--- src/rtl/dm_access_arbiter_if.sv ---
// Bus bundle between the data-memory arbiter (slave) and its two requesters
// plus the memory itself (master side).
interface dm_access_arbiter_if #(
    parameter int ADDR_W = 16,
    parameter int DATA_W = 32
);
    logic              cpu_req;
    logic              cpu_we;
    logic [ADDR_W-1:0] cpu_addr;
    logic [DATA_W-1:0] cpu_wdata;
    logic              cpu_gnt;
    logic              cpu_rvalid;
    logic [DATA_W-1:0] cpu_rdata;

    logic              dma_req;
    logic              dma_we;
    logic [ADDR_W-1:0] dma_addr;
    logic [DATA_W-1:0] dma_wdata;
    logic              dma_gnt;
    logic              dma_rvalid;
    logic [DATA_W-1:0] dma_rdata;

    logic              dm_read;
    logic              dm_write;
    logic [ADDR_W-1:0] dm_address;
    logic [DATA_W-1:0] dm_in;
    logic [DATA_W-1:0] dm_out;

    modport master (
        output cpu_req, cpu_we, cpu_addr, cpu_wdata,
        input  cpu_gnt, cpu_rvalid, cpu_rdata,
        output dma_req, dma_we, dma_addr, dma_wdata,
        input  dma_gnt, dma_rvalid, dma_rdata,
        input  dm_read, dm_write, dm_address, dm_in,
        output dm_out
    );

    modport slave (
        input  cpu_req, cpu_we, cpu_addr, cpu_wdata,
        output cpu_gnt, cpu_rvalid, cpu_rdata,
        input  dma_req, dma_we, dma_addr, dma_wdata,
        output dma_gnt, dma_rvalid, dma_rdata,
        output dm_read, dm_write, dm_address, dm_in,
        input  dm_out
    );
endinterface

--- src/rtl/dm_access_arbiter.sv ---
// Single-port data-memory arbiter: CPU-first priority with a DMA starvation guard.
// Optional DMA burst lock enabled by defining DM_ARB_DMA_LOCK_EN.
module dm_access_arbiter #(
    parameter int ADDR_W     = 16,
    parameter int DATA_W     = 32,
    parameter int STARVE_MAX = 4
) (
    input logic clk,
    input logic rst,
`ifdef DM_ARB_DMA_LOCK_EN
    input logic dma_lock,
`endif
    dm_access_arbiter_if.slave bus
);
    localparam logic [3:0] STARVE_LIM = 4'(STARVE_MAX);

    logic [3:0]        r_starve_cnt;
    logic              r_cpu_rvalid;
    logic              r_dma_rvalid;
    logic [DATA_W-1:0] r_cpu_rdata;
    logic [DATA_W-1:0] r_dma_rdata;

    logic              w_starved;
    logic              w_dma_locked;
    logic              w_cpu_win;
    logic              w_dma_win;
    logic              w_win_we;
    logic [ADDR_W-1:0] w_addr;
    logic [DATA_W-1:0] w_wdata;

`ifdef DM_ARB_DMA_LOCK_EN
    logic r_owner_dma;

    // Lock holds only while DMA keeps both its request and the lock asserted.
    assign w_dma_locked = r_owner_dma & bus.dma_req & dma_lock;

    always_ff @(posedge clk) begin
        if (rst) r_owner_dma <= 1'b0;
        else     r_owner_dma <= w_dma_win & dma_lock;
    end
`else
    assign w_dma_locked = 1'b0;
`endif

    assign w_starved = (r_starve_cnt == STARVE_LIM);

    always_comb begin
        w_cpu_win = ~rst & bus.cpu_req & ~(bus.dma_req & (w_starved | w_dma_locked));
        w_dma_win = ~rst & bus.dma_req & ~w_cpu_win;
        w_win_we  = 1'b0;
        w_addr    = '0;
        w_wdata   = '0;
        if (w_cpu_win) begin
            w_win_we = bus.cpu_we;
            w_addr   = bus.cpu_addr;
            w_wdata  = bus.cpu_wdata;
        end else if (w_dma_win) begin
            w_win_we = bus.dma_we;
            w_addr   = bus.dma_addr;
            w_wdata  = bus.dma_wdata;
        end
    end

    assign bus.cpu_gnt    = w_cpu_win;
    assign bus.dma_gnt    = w_dma_win;
    assign bus.dm_read    = (w_cpu_win | w_dma_win) & ~w_win_we;
    assign bus.dm_write   = (w_cpu_win | w_dma_win) & w_win_we;
    assign bus.dm_address = w_addr;
    assign bus.dm_in      = w_wdata;

    // A load granted just before reset must not surface while reset is held.
    assign bus.cpu_rvalid = r_cpu_rvalid & ~rst;
    assign bus.dma_rvalid = r_dma_rvalid & ~rst;
    assign bus.cpu_rdata  = r_cpu_rdata;
    assign bus.dma_rdata  = r_dma_rdata;

    always_ff @(posedge clk) begin
        if (rst) begin
            r_starve_cnt <= '0;
            r_cpu_rvalid <= 1'b0;
            r_dma_rvalid <= 1'b0;
        end else begin
            r_cpu_rvalid <= w_cpu_win & ~bus.cpu_we;
            r_dma_rvalid <= w_dma_win & ~bus.dma_we;
            if (!bus.dma_req || w_dma_win)
                r_starve_cnt <= '0;
            else if (r_starve_cnt != STARVE_LIM)
                r_starve_cnt <= r_starve_cnt + 4'd1;
        end
    end

    // Read data registers: captured from the combinational memory output.
    always_ff @(posedge clk) begin
        if (rst) begin
            r_cpu_rdata <= '0;
            r_dma_rdata <= '0;
        end else begin
            if (w_cpu_win && !bus.cpu_we) r_cpu_rdata <= bus.dm_out;
            if (w_dma_win && !bus.dma_we) r_dma_rdata <= bus.dm_out;
        end
    end
endmodule

--- src/flat_wrapper.sv ---
// flat-port wrapper written by rule: the top's interface ports become plain ports
module dm_access_arbiter_flat 
#(
    parameter int ADDR_W     = 16,
    parameter int DATA_W     = 32,
    parameter int STARVE_MAX = 4
)
  (clk, rst, bus_cpu_req, bus_cpu_we, bus_cpu_addr, bus_cpu_wdata, bus_cpu_gnt, bus_cpu_rvalid, bus_cpu_rdata, bus_dma_req, bus_dma_we, bus_dma_addr, bus_dma_wdata, bus_dma_gnt, bus_dma_rvalid, bus_dma_rdata, bus_dm_read, bus_dm_write, bus_dm_address, bus_dm_in, bus_dm_out);
  dm_access_arbiter_if #(.ADDR_W(ADDR_W), .DATA_W(DATA_W)) bus_i ();
  input logic clk;
  input logic rst;
  input wire logic [$bits(bus_i.cpu_req)-1:0] bus_cpu_req;
  input wire logic [$bits(bus_i.cpu_we)-1:0] bus_cpu_we;
  input wire logic [$bits(bus_i.cpu_addr)-1:0] bus_cpu_addr;
  input wire logic [$bits(bus_i.cpu_wdata)-1:0] bus_cpu_wdata;
  output wire logic [$bits(bus_i.cpu_gnt)-1:0] bus_cpu_gnt;
  output wire logic [$bits(bus_i.cpu_rvalid)-1:0] bus_cpu_rvalid;
  output wire logic [$bits(bus_i.cpu_rdata)-1:0] bus_cpu_rdata;
  input wire logic [$bits(bus_i.dma_req)-1:0] bus_dma_req;
  input wire logic [$bits(bus_i.dma_we)-1:0] bus_dma_we;
  input wire logic [$bits(bus_i.dma_addr)-1:0] bus_dma_addr;
  input wire logic [$bits(bus_i.dma_wdata)-1:0] bus_dma_wdata;
  output wire logic [$bits(bus_i.dma_gnt)-1:0] bus_dma_gnt;
  output wire logic [$bits(bus_i.dma_rvalid)-1:0] bus_dma_rvalid;
  output wire logic [$bits(bus_i.dma_rdata)-1:0] bus_dma_rdata;
  output wire logic [$bits(bus_i.dm_read)-1:0] bus_dm_read;
  output wire logic [$bits(bus_i.dm_write)-1:0] bus_dm_write;
  output wire logic [$bits(bus_i.dm_address)-1:0] bus_dm_address;
  output wire logic [$bits(bus_i.dm_in)-1:0] bus_dm_in;
  input wire logic [$bits(bus_i.dm_out)-1:0] bus_dm_out;
  assign bus_i.cpu_req = bus_cpu_req;
  assign bus_i.cpu_we = bus_cpu_we;
  assign bus_i.cpu_addr = bus_cpu_addr;
  assign bus_i.cpu_wdata = bus_cpu_wdata;
  assign bus_cpu_gnt = bus_i.cpu_gnt;
  assign bus_cpu_rvalid = bus_i.cpu_rvalid;
  assign bus_cpu_rdata = bus_i.cpu_rdata;
  assign bus_i.dma_req = bus_dma_req;
  assign bus_i.dma_we = bus_dma_we;
  assign bus_i.dma_addr = bus_dma_addr;
  assign bus_i.dma_wdata = bus_dma_wdata;
  assign bus_dma_gnt = bus_i.dma_gnt;
  assign bus_dma_rvalid = bus_i.dma_rvalid;
  assign bus_dma_rdata = bus_i.dma_rdata;
  assign bus_dm_read = bus_i.dm_read;
  assign bus_dm_write = bus_i.dm_write;
  assign bus_dm_address = bus_i.dm_address;
  assign bus_dm_in = bus_i.dm_in;
  assign bus_i.dm_out = bus_dm_out;
  dm_access_arbiter #(.ADDR_W(ADDR_W), .DATA_W(DATA_W), .STARVE_MAX(STARVE_MAX)) u_core (.clk(clk), .rst(rst), .bus(bus_i));
endmodule
--- config.mk ---
export PLATFORM = sky130hd
export DESIGN_NAME = dm_access_arbiter_flat
export DESIGN_NICKNAME = d
export VERILOG_FILES = /design/src/rtl/dm_access_arbiter_if.sv /design/src/rtl/dm_access_arbiter.sv /design/src/flat_wrapper.sv
export SDC_FILE = /design/constraint.sdc
export NUM_CORES = 1
export LEC_CHECK = 0
export CORE_MARGIN = 5
export CORE_UTILIZATION = 37
export CTS_BUF_LIST = sky130_fd_sc_hd__clkbuf_8
export DETAILED_ROUTE_END_ITERATION = 16
export PLACE_DENSITY = 0.84
export SETUP_SLACK_MARGIN = 0.15
export SLEW_MARGIN = 10
export SYNTH_ARGS = -nofsm -noshare
export SYNTH_HDL_FRONTEND = slang
export SYNTH_SLANG_ARGS = --single-unit
export TNS_END_PERCENT = 100
--- constraint.sdc ---
create_clock -name clk -period 2.5 [get_ports clk]
set_input_delay 0.375 -clock clk [delete_from_list [all_inputs] [get_ports clk]]
set_output_delay 0.375 -clock clk [all_outputs]
set_load 0.1 [all_outputs]
==> run_results.csv, run 1 <==
group,metric,value,unit
outcome,status,"completed",
clock_tree,numCtsBuffers,9,
global_routing,grt_antenna_before_repair,2,
placement,gp_congestion,0.8465,
logic_synthesis,syn-num-nets,474,
timing,fin_crit,2.327,ns
logic_synthesis,synthTopCellsByArea,"dfxtp_1, mux2i_1, a22o_1",
layout,nets,722,
logic_synthesis,yosysSeqAreaShare,43.50,%
die,die_width,103.3,um
clock_tree,htree_num_levels,3,
worst_setup_path,slowest_delay,0.48,ns
timing,hold_viol,0,
worst_setup_path,critPathBufInv,2,
timing,slew_headroom,63.39,%
detailed_routing,drtPass1Iterations,4,
layout,final_common_cell,"clkdlybuf4s50_1",
detailed_routing,ant_nets,0,
layout,n_fill_cell,594,
logic_synthesis,synth_mux_area_share,20.19,%
logic_synthesis,synth_edf_count,0,
timing,drv_slew,0,
pwr,p_per_area,553.3,mW/mm2
detailed_routing,post_drt_wl_per_cell,19.22,um
timing,setup_tns,0,ns
placement,port_buffers,251,
clock_tree,cts_buffer_depth,2,
logic_synthesis,synth-simple-area-share,15.38,%
global_routing,grt_pass1_vias,3595,
pwr,peakVddDrop,494.8,uV
detailed_routing,num_vias,3481,
die,die_h,103.3,um
clock_tree,cts_tree,"built",
worst_setup_path,path_max_fanout,4,
logic_synthesis,synth_top_family_by_area,"multiplexers",
timing,whs,0.4609,ns
logic_synthesis,async_flop_share,0,%
timing,layout_setup_ws,0.1729,ns
worst_setup_path,worstPathArrival,1.95,ns
logic_synthesis,synth-compound-area-share,14.37,%
logic_synthesis,synth-xor-area-share,0.2718,%
detailed_routing,wl,13480,um
logic_synthesis,synth_flop_cell,"dfxtp_1",
logic_synthesis,yosysWarningCount,0,
timing,fin_crit_sh,93.09,%
logic_synthesis,synth_area,0.003222,mm2
clock_tree,path_clk_slew,0.07,ns
layout,final_cell_mix,"clkdlybuf4s50_1, nand2_1, buf_4",
logic_synthesis,synthDistinctLibCells,29,
worst_setup_path,cp_top_family,"simple AND/OR/NAND/NOR gates",
global_routing,grt_use_total,24.44,%
die,io_pins,252,
worst_setup_path,start_kind,"input pin",
clock_tree,insertion_delay,0.34,ns
logic_synthesis,synth_top_cell_area_share,43.50,%
detailed_routing,drt-initial-drc-count,103,
worst_setup_path,end_kind,"primary output",
timing,tightest_slew,0.5491,ns
timing,rsz0062_at_grt,"yes",
pwr,leakagePower,2.841,nW
global_routing,grt_pass1_wl,19490,um
worst_setup_path,critPathKind,"in2out",
global_routing,grt_start_max_net_pins,98,
logic_synthesis,ys_ff_latch,70,
logic_synthesis,syn_inst,338,
global_routing,overflow,0,
die,design.die.area,0.01067,mm2
detailed_routing,viasPerCell,4.966,
pwr,finalPower,3.648,mW
detailed_routing,route.detailed.drc,0,
run,maxCapViolations,0,
placement,dp_slack,0.1663,ns
logic_synthesis,synth.avg_cell_area,9.532,um2
worst_setup_path,cp_data_required_time,2.12,ns
logic_synthesis,synth_top_cell_by_area,"dfxtp_1",
clock_tree,clock-root-buffer,"clkbuf_8",
worst_setup_path,cp_cell_sequence,"clkdlybuf4s50_1, and4b_4, or3b_4, and3b_2, buf_12",
worst_setup_path,slowest_stage,"clkdlybuf4s50_1",
layout,syn_to_final_growth,104.7,%
placement,post-dp-hpwl,10900,um
timing,finalClockSkew,0.009686,ns
logic_synthesis,yosys.area_share.adder,0.7767,%
die,start_util,37.49,%
clock_tree,clock_sinks,70,
die,rows,34,
timing,finalSetupViolCount,0,
min_path,hold_path_class,"reg2reg",
die,core,0.008593,mm2
layout,final_layout_size_suffix_gt1_share,35.36,%
timing,max_freq,429.7,MHz
==> logic make-up after synthesis <==
kind of cell               after synthesis
adders and majority gates                2
DFF                                     70
AOI/OAI and AO/OA                       54
and+or+nand+nor                        115
xor gates and xnor gates                 1
muxes                                   65
buffers and inverters                   31
==> synth_stat cells (2+ instances only) <==
cell type / number
a21oi_1: 2
and3b_1: 2
a22o_1: 48
buf_2: 10
buf_8: 3
nor2b_1: 2
o21ai_0: 2
ha_1: 2
nand2_1: 96
inv_1: 4
nor2_1: 6
buf_1: 2
mux2i_1: 65
dfxtp_1: 70
buf_4: 4
clkbuf_1: 7
==> path summary, 6_finish.rpt <==
| check | start | end | slack (ns) | cells past startpoint |
|---|---|---|---|---|
| min | u_core.bus.cpu_rdata[18] | u_core.bus.cpu_rdata[18] | 0.46 | 2 |
| min reg2reg | u_core.bus.cpu_rdata[18] | u_core.bus.cpu_rdata[18] | 0.46 | 2 |
| max reg2reg | u_core.r_starve_cnt[0] | u_core.bus.dma_rdata[29] | 0.84 | 5 |
| max | bus_dma_req | bus_dm_read | 0.17 | 5 |
==> stage by stage <==
stage          std cells  util, %  area (um2)
4_1_cts              698    76.47        6571
2_1_floorplan        338        -        3301
5_1_grt              701    76.73        6594
3_3_place_gp         680    73.63        6327
6_report             701    76.73        6594
3_5_place_dp         680    73.63        6327
==> report_power, final <==
part / total, mW / switching (mW) / internal [mW]
logic: 1.46 / 0.922 / 0.542
registers: 1.18 / 0.0233 / 1.16
clock network: 1.00 / 0.438 / 0.565
total: 3.65 / 1.38 / 2.27
==> registers in the layout, summed over array words and instances, names as in the netlist <==
name / flops
u_core.r_starve_cnt: 4
u_core.r_dma_rvalid: 1
u_core.bus.dma_rdata: 32
u_core.bus.cpu_rdata: 32
u_core.r_cpu_rvalid: 1
==> routing by layer <==
metal  up-vias  share of wire, %  GRT usage (%)  wire length (um)
li1       1679                 -              -                 -
met1      1612                34          24.58              4622
met2       171                53          45.78              7180
met3        19                10          9.054              1353
met4         0               2.4          8.964               318
met5         -                 0              0                 0
==> area by class of cell <==
| type | instances | area [um2] | share of cell area (%) |
|---|---|---|---|
| Antenna cell | 2 | 5.005 | 0.07590 |
| Clock buffer | 9 | 123.9 | 1.879 |
| Clock inverter | 7 | 96.34 | 1.461 |
| Inverter | 5 | 18.77 | 0.2846 |
| Multi-Input combinational cell | 237 | 1765 | 26.77 |
| Sequential cell | 70 | 1404 | 21.29 |
| Tap cell | 108 | 135.1 | 2.049 |
| Timing Repair Buffer | 263 | 3045 | 46.19 |
==> repair_timing <==
item,in CTS,in global routing
buffers inserted,2,1
gates resized for setup,6,3
hold buffers,0,0
endpoints found under the setup margin,22,12
pin swaps,1,1
==> worst register-to-register path: stages, from the launching register on <==
cell and delay (ns):
dfxtp_2 0.33, inv_2 0.06, ha_4 0.14, and3b_1 0.23, o211a_1 0.52, mux2i_1 0.31
No activity file was read; power rests on OpenSTA's default activity.
==> run 2, diff against run 1 <==
- CELL_PAD_IN_SITES_DETAIL_PLACEMENT: default -> 0
- CELL_PAD_IN_SITES_GLOBAL_PLACEMENT: default -> 1
- CORE_UTILIZATION: 37 -> 25
- HOLD_SLACK_MARGIN: default -> 0.03
- PLACE_DENSITY: 0.84 -> 0.83
==> run_results.csv, run 2 (same netlist as run 1, synthesis figures left out) <==
group,metric,value,unit
placement,gp_congestion,0.8414,
timing,finalClockSkew,0.009219,ns
timing,finalSetupViolCount,0,
die,io_pins,252,
die,core,0.01262,mm2
timing,setup_tns,0,ns
timing,fin_crit_sh,92.06,%
global_routing,overflow,0,
timing,tightest_slew,0.5515,ns
worst_setup_path,r2r_setup_slack,0.85,ns
pwr,leakagePower,2.866,nW
global_routing,grt_pass1_vias,3708,
layout,n_fill_cell,1151,
clock_tree,numCtsBuffers,9,
die,die_h,123.5,um
layout,syn_to_final_growth,109.6,%
timing,rsz0062_at_grt,"no",
die,start_util,25.53,%
pwr,finalPower,3.535,mW
worst_setup_path,path_max_fanout,37,
min_path,min-delay-start,"u_core.bus.cpu_rdata[31]",
timing,slew_headroom,63.24,%
placement,dp.cells,744,
pwr,peakVddDrop,363.2,uV
worst_setup_path,r2r-start,"u_core.r_starve_cnt[1]",
placement,port_buffers,251,
die,rows,41,
layout,final_cell_count_no_fill,776,
detailed_routing,post_drt_wl_per_cell,19.35,um
detailed_routing,num_vias,3534,
placement,post-dp-hpwl,11580,um
worst_setup_path,start_kind,"input pin",
global_routing,grt_use_total,17.96,%
worst_setup_path,r2r_cells,7,
layout,nets,726,
worst_setup_path,worstPathArrival,1.93,ns
global_routing,grt_start_max_net_pins,98,
detailed_routing,drt-initial-drc-count,108,
detailed_routing,drtPass1Iterations,4,
detailed_routing,ant_nets,0,
timing,hold_viol,0,
detailed_routing,route.detailed.drc,0,
layout,final_layout_size_suffix_gt1_share,35.52,%
detailed_routing,viasPerCell,4.554,
global_routing,grt_pass1_wl,20540,um
timing,max_freq,434.5,MHz
clock_tree,path_clk_slew,0.07,ns
global_routing,grt_antenna_before_repair,10,
clock_tree,clock-root-buffer,"clkbuf_8",
clock_tree,htree_num_levels,3,
worst_setup_path,critPathKind,"in2out",
min_path,hold_path_class,"reg2reg",
outcome,status,"completed",
die,die_width,123.5,um
worst_setup_path,cp_data_required_time,2.12,ns
worst_setup_path,critical_path.startpoint,"bus_dma_req",
die,design.die.area,0.01526,mm2
timing,drv_slew,0,
clock_tree,insertion_delay,0.34,ns
worst_setup_path,end_kind,"primary output",
run,maxCapViolations,0,
pwr,p_per_area,523.6,mW/mm2
timing,fin_crit,2.301,ns
clock_tree,cts_tree,"built",
worst_setup_path,endpoint,"bus_dm_in[16]",
detailed_routing,wl,15020,um
clock_tree,cts_buffer_depth,2,
layout,final_cell_mix,"clkdlybuf4s50_1, nand2_1, buf_4",
clock_tree,clock_sinks,70,
layout,final_common_cell,"clkdlybuf4s50_1",
worst_setup_path,r2r_end,"u_core.bus.cpu_rdata[27]",
-- run 2: cell count changes in the layout (fill, tap and decap cells not counted), sizes merged, moves of 2 or more --
cell      change
buf           +2
clkbuf        +2
clkinvlp      +2
diode         +8
-- run 2: report_power, final --
| part | internal, mW | switching, mW |
|---|---|---|
| clock network | 0.453 | 0.423 |
| logic | 0.551 | 0.925 |
| registers | 1.16 | 0.0237 |
-- run 2: worst min-delay path by stage --
stage | end | slack (ns) | cells after the start
floorplan | u_core.r_starve_cnt[0] | 0.43 | 1
global placement | u_core.r_starve_cnt[0] | 0.44 | 1
detailed placement | u_core.r_starve_cnt[0] | 0.45 | 1
CTS | u_core.bus.cpu_rdata[25] | 0.47 | 2
global route | u_core.bus.dma_rdata[12] | 0.48 | 2
finish | u_core.bus.cpu_rdata[31] | 0.46 | 2
-- run 2: through the flow --
step | cell area [um2] | util, % | setup slack (ns) | hold slack [ns]
6_report | 6751 | 53.50 | 0.1985 | 0.4611
3_5_place_dp | 6407 | 50.77 | 0.1225 | 0.4480
3_3_place_gp | 6407 | 50.77 | 0.2080 | 0.4415
4_1_cts | 6619 | 52.45 | 0.1198 | 0.4663
5_1_grt | 6751 | 53.50 | 0.1436 | 0.4837
2_1_floorplan | 3301 | - | 0.01295 | 0.4297
-- run 2: worst max-delay path, cell delays in order --
cell             delay [ns]
clkdlybuf4s50_1        0.54
and4b_4                0.29
nor2_4                 0.05
buf_12                 0.17
a22o_2                 0.31
buf_12                 0.17
-- run 2: cell type report --
type                            instances  area [um2]  area share, %
Timing Repair Buffer                  267        3133          46.40
Multi-Input combinational cell        237        1768          26.19
Sequential cell                        70        1404          20.79
Tap cell                              172       215.2          3.188
Clock buffer                            9       123.9          1.835
Clock inverter                          6       63.81         0.9451
Antenna cell                           10       25.02         0.3706
Inverter                                5       18.77         0.2780
-- run 2: per-layer routing --
metal  wire (um)  global-route usage (%)  share of wire [%]
met4         743                   13.43                4.9
met5           0                       0                  0
met2        8078                   33.13                 54
met3        1100                   5.078                7.3
met1        5092                   16.62                 34
-- run 2: timing repair --
item,CTS,global route
resized for setup,5,5
hold buffers,0,0
pin swaps,1,3
cloned,0,3
setup endpoints to repair,50,50
buffers inserted,2,2
==> run 3, diff against run 2 <==
- TNS_END_PERCENT: 100 -> 10
==> run_results.csv, run 3 (same netlist as run 1, synthesis figures left out) <==
group,metric,value,unit
global_routing,grt_pass1_wl,21110,um
detailed_routing,num_vias,3597,
global_routing,use_met1,18.57,%
clock_tree,htree_num_levels,3,
placement,post-dp-hpwl,11120,um
timing,finalSetupViolCount,0,
global_routing,grt_pass1_vias,3670,
worst_setup_path,r2r_setup_slack,0.75,ns
min_path,hold_path_class,"reg2reg",
placement,port_buffers,251,
worst_setup_path,worstPathArrival,2.00,ns
die,io_pins,252,
timing,max_freq,420.9,MHz
run,maxCapViolations,0,
clock_tree,path_clk_slew,0.07,ns
timing,rsz0062_at_grt,"yes",
timing,tightest_slew,0.4030,ns
timing,slew_headroom,72.85,%
worst_setup_path,r2r_cells,8,
global_routing,grt_use_met3,5.993,%
worst_setup_path,start_kind,"flip-flop",
layout,final_layout_size_suffix_gt1_share,34.87,%
detailed_routing,wl,15620,um
detailed_routing,drt-initial-drc-count,147,
detailed_routing,post_drt_wl_per_cell,19.92,um
die,rows,41,
clock_tree,numCtsBuffers,9,
timing,finalClockSkew,0.01109,ns
layout,syn_to_final_growth,123.1,%
clock_tree,clock-root-buffer,"clkbuf_8",
clock_tree,clock_sinks,70,
detailed_routing,route.detailed.drc,0,
detailed_routing,drtPass1Iterations,4,
worst_setup_path,cp_data_required_time,2.12,ns
die,die_width,123.5,um
timing,fin_crit_sh,95.04,%
detailed_routing,ant_nets,0,
worst_setup_path,path_max_fanout,3,
layout,final_cell_mix,"clkdlybuf4s50_1, nand2_1, buf_4",
timing,drv_slew,0,
global_routing,busiest_layer,"met2",
layout,multi_input_area,0.002004,mm2
layout,final_area,0.007187,mm2
clock_tree,cts_tree,"built",
die,start_util,25.53,%
worst_setup_path,r2r_end,"u_core.bus.cpu_rdata[28]",
detailed_routing,viasPerCell,4.588,
layout,final_common_cell,"clkdlybuf4s50_1",
layout,nets,739,
pwr,peakVddDrop,333.6,uV
timing,hold_viol,0,
layout,regArea,0.001404,mm2
global_routing,grt_antenna_before_repair,3,
die,design.die.area,0.01526,mm2
global_routing,grt_use_total,18.58,%
timing,whs,0.4565,ns
worst_setup_path,endpoint,"bus_dm_read",
worst_setup_path,r2r-start,"u_core.r_starve_cnt[0]",
clock_tree,cts_buffer_depth,2,
placement,place_area,0.006339,mm2
placement,gp_congestion,0.7875,
global_routing,met2_usage,33.78,%
outcome,status,"completed",
die,die_h,123.5,um
clock_tree,insertion_delay,0.35,ns
timing,setup_tns,0,ns
worst_setup_path,critical_path.startpoint,"u_core.r_starve_cnt[0]",
pwr,p_per_area,523.5,mW/mm2
layout,n_fill_cell,1075,
pwr,leakagePower,3.131,nW
die,core,0.01262,mm2
worst_setup_path,critPathKind,"reg2out",
timing,fin_crit,2.376,ns
worst_setup_path,end_kind,"primary output",
global_routing,grt_start_max_net_pins,98,
global_routing,overflow,0,
==> run 3: how the worst min path moves through the flow <==
| stage | start | end | slack, ns | cells past startpoint |
|---|---|---|---|---|
| after floorplan | u_core.r_starve_cnt[0] | u_core.r_starve_cnt[0] | 0.43 | 1 |
| after global placement | u_core.r_starve_cnt[0] | u_core.r_starve_cnt[0] | 0.44 | 1 |
| after detailed placement | u_core.bus.cpu_rdata[0] | u_core.bus.cpu_rdata[0] | 0.45 | 2 |
| after CTS | u_core.bus.cpu_rdata[0] | u_core.bus.cpu_rdata[0] | 0.46 | 2 |
| after global routing | u_core.bus.cpu_rdata[0] | u_core.bus.cpu_rdata[0] | 0.48 | 2 |
| final | u_core.bus.cpu_rdata[0] | u_core.bus.cpu_rdata[0] | 0.46 | 2 |
==> run 3: area by class of cell <==
type	instances	area share, %
Antenna cell	4	0.1393
Clock buffer	10	1.915
Clock inverter	6	1.184
Inverter	5	0.2611
Multi-Input combinational cell	237	27.89
Sequential cell	70	19.53
Tap cell	172	2.994
Timing Repair Buffer	280	46.08
==> run 3: worst max-delay path: stages, from the launching register on <==
cell and delay, ns:
dfxtp_2 0.34, inv_2 0.04, ha_4 0.15, and4b_4 0.22
buf_6 0.12, or3b_4 0.39, and3b_2 0.23, buf_12 0.17
==> run 3: what timing repair did <==
item | CTS | global route
hold endpoints to repair | 0 | 0
hold buffers | 0 | 0
gates resized for setup | 29 | 24
cloned | 5 | 1
endpoints found under the setup margin | 50 | 50
setup buffers | 14 | 0
pin swaps | 9 | 1
==> run 3: power by group <==
group | switching [mW] | internal [mW]
Combinational | 0.961 | 0.601
Sequential | 0.0245 | 1.16
Clock | 0.431 | 0.587
Total | 1.42 | 2.35
==> run 3: through the flow <==
stage	power [mW]	std cells	utilization [%]	setup slack, ns
floorplan	2.077	338	-	0.01295
global route	3.902	784	56.95	0.02789
detailed placement	2.655	744	50.23	0.1202
finish	3.762	784	56.95	0.1240
CTS	3.755	779	55.09	0.1020
global placement	2.644	744	50.23	0.1392
==> run 3: routing by layer <==
layer	vias up	wire, um
met1	1676	5413
li1	1716	-
met4	0	561
met2	171	8240
met3	34	1406
met5	-	0
